[config.mk]
export PLATFORM = sky130hd
export DESIGN_NAME = axi4lite_master
export DESIGN_NICKNAME = d
export VERILOG_FILES = /design/src/rtl/axi4lite_master.sv
export SDC_FILE = /design/constraint.sdc
export NUM_CORES = 1
export LEC_CHECK = 0
export ABC_CLOCK_PERIOD_IN_PS = 2300
export CORE_ASPECT_RATIO = 0.5
export CORE_MARGIN = 4
export CORE_UTILIZATION = 38
export CTS_CLUSTER_DIAMETER = 200
export DETAILED_ROUTE_END_ITERATION = 6
export GPL_ROUTABILITY_DRIVEN = 0
export PLACE_DENSITY = 0.92
export SLEW_MARGIN = 20
export SYNTH_ARGS = -nofsm -noshare
export SYNTH_HDL_FRONTEND = slang
export SYNTH_SLANG_ARGS = --single-unit
export TNS_END_PERCENT = 10
[constraint.sdc]
create_clock -name ACLK -period 2.3 [get_ports ACLK]
set_input_delay 0.23 -clock ACLK [delete_from_list [all_inputs] [get_ports ACLK]]
set_output_delay 0.23 -clock ACLK [all_outputs]
set_load 0.005 [all_outputs]
[src/rtl/axi4lite_master.sv]
// Single-outstanding AXI4-Lite master: a valid/ready command becomes one AXI read or write.
// Optional stall timeout is compiled in when AXIM_TIMEOUT_EN is defined.
module axi4lite_master #(
    parameter int unsigned ADDR_W         = 32,
    parameter int unsigned DATA_W         = 32,
    parameter int unsigned TIMEOUT_CYCLES = 256
) (
    input  logic              ACLK,
    input  logic              ARESET,
    input  logic              cmd_valid,
    output logic              cmd_ready,
    input  logic              cmd_write,
    input  logic [ADDR_W-1:0] cmd_addr,
    input  logic [DATA_W-1:0] cmd_wdata,
    input  logic [3:0]        cmd_wstrb,
    output logic              rsp_valid,
    input  logic              rsp_ready,
    output logic              rsp_write,
    output logic [DATA_W-1:0] rsp_rdata,
    output logic [1:0]        rsp_resp,
    output logic              rsp_timeout,
    output logic              AWVALID,
    input  logic              AWREADY,
    output logic [ADDR_W-1:0] AWADDR,
    output logic [2:0]        AWPROT,
    output logic              WVALID,
    input  logic              WREADY,
    output logic [DATA_W-1:0] WDATA,
    output logic [3:0]        WSTRB,
    input  logic              BVALID,
    output logic              BREADY,
    input  logic [1:0]        BRESP,
    output logic              ARVALID,
    input  logic              ARREADY,
    output logic [ADDR_W-1:0] ARADDR,
    output logic [2:0]        ARPROT,
    input  logic              RVALID,
    output logic              RREADY,
    input  logic [DATA_W-1:0] RDATA,
    input  logic [1:0]        RRESP
);

    typedef enum logic [1:0] {IDLE, WRITE, READ, RSP} state_t;

    state_t            state_q, state_d;
    logic [ADDR_W-1:0] addr_q, addr_d;
    logic [DATA_W-1:0] wdata_q, wdata_d;
    logic [3:0]        wstrb_q, wstrb_d;
    logic              write_q, write_d;
    logic              awvalid_q, awvalid_d;
    logic              wvalid_q, wvalid_d;
    logic              arvalid_q, arvalid_d;
    logic [DATA_W-1:0] rdata_q, rdata_d;
    logic [1:0]        resp_q, resp_d;

`ifdef AXIM_TIMEOUT_EN
    localparam int unsigned CNT_W = $clog2(TIMEOUT_CYCLES + 1);
    logic [CNT_W-1:0] cnt_q, cnt_d;
    logic             timeout_q, timeout_d;
    logic             expired;
    // The cycle with cnt_q == TIMEOUT_CYCLES-1 is the last one allowed to complete.
    assign expired = (cnt_q == CNT_W'(TIMEOUT_CYCLES - 1));
`else
    logic unused_timeout_cfg;
    assign unused_timeout_cfg = (TIMEOUT_CYCLES != 0);
`endif

    always_comb begin
        state_d   = state_q;
        addr_d    = addr_q;
        wdata_d   = wdata_q;
        wstrb_d   = wstrb_q;
        write_d   = write_q;
        awvalid_d = awvalid_q;
        wvalid_d  = wvalid_q;
        arvalid_d = arvalid_q;
        rdata_d   = rdata_q;
        resp_d    = resp_q;
`ifdef AXIM_TIMEOUT_EN
        cnt_d     = cnt_q;
        timeout_d = timeout_q;
`endif
        unique case (state_q)
            IDLE: begin
                if (cmd_valid) begin
                    addr_d    = cmd_addr;
                    wdata_d   = cmd_wdata;
                    wstrb_d   = cmd_wstrb;
                    write_d   = cmd_write;
                    awvalid_d = cmd_write;
                    wvalid_d  = cmd_write;
                    arvalid_d = !cmd_write;
                    rdata_d   = '0;
                    resp_d    = '0;
`ifdef AXIM_TIMEOUT_EN
                    cnt_d     = '0;
                    timeout_d = 1'b0;
`endif
                    state_d   = cmd_write ? WRITE : READ;
                end
            end
            WRITE: begin
                if (AWREADY) awvalid_d = 1'b0;
                if (WREADY)  wvalid_d  = 1'b0;
                if (BVALID) begin
                    resp_d    = BRESP;
                    awvalid_d = 1'b0;
                    wvalid_d  = 1'b0;
                    state_d   = RSP;
                end
`ifdef AXIM_TIMEOUT_EN
                else if (expired) begin
                    awvalid_d = 1'b0;
                    wvalid_d  = 1'b0;
                    resp_d    = 2'b10;
                    timeout_d = 1'b1;
                    state_d   = RSP;
                end
                cnt_d = cnt_q + 1'b1;
`endif
            end
            READ: begin
                if (ARREADY) arvalid_d = 1'b0;
                if (RVALID) begin
                    rdata_d   = RDATA;
                    resp_d    = RRESP;
                    arvalid_d = 1'b0;
                    state_d   = RSP;
                end
`ifdef AXIM_TIMEOUT_EN
                else if (expired) begin
                    arvalid_d = 1'b0;
                    rdata_d   = '0;
                    resp_d    = 2'b10;
                    timeout_d = 1'b1;
                    state_d   = RSP;
                end
                cnt_d = cnt_q + 1'b1;
`endif
            end
            RSP: begin
                if (rsp_ready) state_d = IDLE;
            end
            default: state_d = IDLE;
        endcase
    end

    always_ff @(posedge ACLK) begin
        if (ARESET) begin
            state_q   <= IDLE;
            addr_q    <= '0;
            wdata_q   <= '0;
            wstrb_q   <= '0;
            write_q   <= 1'b0;
            awvalid_q <= 1'b0;
            wvalid_q  <= 1'b0;
            arvalid_q <= 1'b0;
            rdata_q   <= '0;
            resp_q    <= '0;
`ifdef AXIM_TIMEOUT_EN
            cnt_q     <= '0;
            timeout_q <= 1'b0;
`endif
        end else begin
            state_q   <= state_d;
            addr_q    <= addr_d;
            wdata_q   <= wdata_d;
            wstrb_q   <= wstrb_d;
            write_q   <= write_d;
            awvalid_q <= awvalid_d;
            wvalid_q  <= wvalid_d;
            arvalid_q <= arvalid_d;
            rdata_q   <= rdata_d;
            resp_q    <= resp_d;
`ifdef AXIM_TIMEOUT_EN
            cnt_q     <= cnt_d;
            timeout_q <= timeout_d;
`endif
        end
    end

    assign cmd_ready = (state_q == IDLE);
    assign rsp_valid = (state_q == RSP);
    assign BREADY    = (state_q == WRITE);
    assign RREADY    = (state_q == READ);
    assign rsp_write = write_q;
    assign rsp_rdata = rdata_q;
    assign rsp_resp  = resp_q;
`ifdef AXIM_TIMEOUT_EN
    assign rsp_timeout = timeout_q;
`else
    assign rsp_timeout = 1'b0;
`endif
    assign AWVALID = awvalid_q;
    assign AWADDR  = addr_q;
    assign AWPROT  = 3'b000;
    assign WVALID  = wvalid_q;
    assign WDATA   = wdata_q;
    assign WSTRB   = wstrb_q;
    assign ARVALID = arvalid_q;
    assign ARADDR  = addr_q;
    assign ARPROT  = 3'b000;

endmodule

==> flow_metrics.tcl <==
set metrics [dict create \
    path_class "flop to flop" \
    num_vias 4536 \
    synth_most_common_cell "nand2_1" \
    setup_viol 0 \
    fin_cells 938 \
    ctsHoldBuffers 0 \
    cts_tree "built" \
    drtIter0Drc 262 \
    die_x_um 163 \
    period_minus_slack_ps 2020 \
    antenna_cells 0 \
    vdd_drop_max_mv 0.580 \
    drt-pass1-iter-count 4 \
    drc_errors 0 \
    wl_mm 15.0 \
    antenna_found_initial 0 \
    synth_common_cells "nand2_1, dfxtp_1, a21oi_1" \
    grt_start_max_net_pins 65 \
    synth_top_cell_by_area "dfxtp_1" \
    async_flop_share_pct 0 \
    die_area_um2 14000 \
    fillers 922 \
    ys_types 31 \
    area.growth.synth_to_final_pct 59.1 \
    worst-endpoint-arrival_ps 2210 \
    num_io_pins 263 \
    synth_enable_flop_cells 0 \
    dp_hpwl_mm 11.2 \
    cellLeakagePower_nw 2.61 \
    fin_crit_sh_pct 87.8 \
    synth.area.top_cells "dfxtp_1, nand2_1, a21oi_1, buf_4, or3_1" \
    coreArea_um2 11400 \
    avgSynthCellArea_um2 7.93 \
    fmax_mhz 495 \
    drtAntennaViolNets 0 \
    clock_skew_ps 7.21 \
    cts.repair.resized 0 \
    htree_levels 3 \
    yosys_warnings 0 \
    routedWlPerCell_um 16.0 \
    p_total_mw 6.48 \
    io_buffers 255 \
    yosysSeqAreaShare_pct 47.3 \
    grt_pass1_wl_mm 22.7 \
    synthFlopType "dfxtp_1" \
    finalSetupTns_ps 0 \
    path_buf_inv 2 \
    grtUsageTotal_pct 20.1 \
    power.density_nw_per_um2 890 \
    synth_area_um2 4580 \
    grt-ovfl-total 0 \
    layout-drive-gt1-share_pct 4.24 \
    rows 27 \
    slowest_delay_ps 540 \
    nets 895 \
    tightest_slew_ps 651 \
    hold_class "input pin to flop" \
    worstPathRequired_ps 2490 \
    grt_pass1_vias 4327 \
    synth_top_area_share_pct 47.3 \
    cts_setup_buffers 0 \
    report.final.slew_viol_count 0 \
    path_clk_slew_ps 70 \
    rsz0062_at_grt "no" \
    slew_headroom_pct 56.6 \
    crit_fanout 46 \
    via_per_inst 4.84 \
    placedCellCount 922 \
    crit_path_top_delay_cell "mux2i_4" \
    drv_cap 0 \
    ys_ff_latch 108 \
    die_y_um 85.6 \
    cts_buffers 9 \
    finalHoldViolations 0 \
    cts_root_buf "clkbuf_16" \
    clk_path_buf_depth 2 \
    cp_top_family "multiplexers" \
    status "finished clean" \
    insertion_delay_ps 340 \
    worstPathCellList "inv_1 -> ha_1 -> mux2i_4 -> buf_12 -> or3_1 -> a21oi_1" \
    clock_sinks 108 \
    end_kind "flop" \
    start_util_pct 40.2 \
    synthCells 577 \
    critPathLaunchType "flop" \
]
## cells in the final DEF (no fill, tap or decap), drive strengths merged, types with 8 or more instances in the layout
cell type	netlist	final
o21ai	32	32
clkbuf	25	9
nand2	174	174
dfxtp	108	108
buf	58	9
nand2b	8	8
clkdlybuf4s50	0	254
or3	32	32
a21oi	103	103
## kinds of logic after synthesis
kind of cell / after synthesis / synth area share [%]
AO/OA/AOI/OAI: 141 / 16.3
adder cells (fa/ha/maj): 7 / 1.91
buffers and inverters: 86 / 10.9
flip-flops: 108 / 47.3
multiplexers: 8 / 1.91
other: 1 / 0.0820
AND/OR/NAND/NOR: 226 / 21.6
## worst paths after layout
kind / start / endpoint / slack [ps] / depth (start not counted)
setup / recovery: state_q[0]$_SDFFE_PP0P_ / rsp_rdata[21]$_SDFFE_PP0P_ / 280 / 6
setup reg to reg: state_q[0]$_SDFFE_PP0P_ / rsp_rdata[21]$_SDFFE_PP0P_ / 280 / 6
hold reg to reg: WDATA[29]$_SDFFE_PP0P_ / WDATA[29]$_SDFFE_PP0P_ / 460 / 2
hold / removal: ARESET / WDATA[10]$_SDFFE_PP0P_ / 420 / 2
## worst register-to-register path, stage by stage (launching register included)
cell and delay [ps]:
dfxtp_1 350, inv_1 170, ha_1 330, mux2i_4 540
buf_12 260, or3_1 150, a21oi_1 80
## flip-flops by register name (all words and copies together) (netlist names)
name	flops
WDATA	32
rsp_rdata	32
rsp_resp	2
ARVALID	1
WVALID	1
AWVALID	1
WSTRB	4
ARADDR	32
state_q	2
rsp_write	1
## metrics by stage
stage / hold slack, ps / area, um2 / worst slack (ps) / utilization, %
after global placement: 441 / 6960 / 474 / 61.1
after global routing: 430 / 7280 / 137 / 64.0
after CTS: 406 / 7280 / 297 / 64.0
after floorplan: 366 / 4600 / 537 / -
final: 422 / 7280 / 281 / 64.0
after detailed placement: 446 / 6960 / 389 / 61.1
## layer usage
metal  vias up  global-route usage, %  wire (um)
met5         -                      0          0
li1       2245                      -          -
met3        33                   4.51        859
met4         0                   7.38        458
met2       158                   38.2       8010
met1      2100                   22.0       5660
## layout make-up
class	instances	area (um2)	share of cell area [%]
Sequential cell	108	2160	29.7
Inverter	3	11.3	0.155
Multi-Input combinational cell	389	1950	26.8
Tap cell	159	199	2.73
Timing Repair Buffer	263	2640	36.2
Clock buffer	9	225	3.09
Clock inverter	7	98.8	1.36
## report_power, final
group | internal, mW | leakage (nW) | switching [mW]
Sequential | 2.14 | 0.882 | 0.171
Clock | 0.960 | 0.156 | 0.698
Combinational | 1.26 | 1.57 | 1.25
No activity file was read; power rests on OpenSTA's default activity.
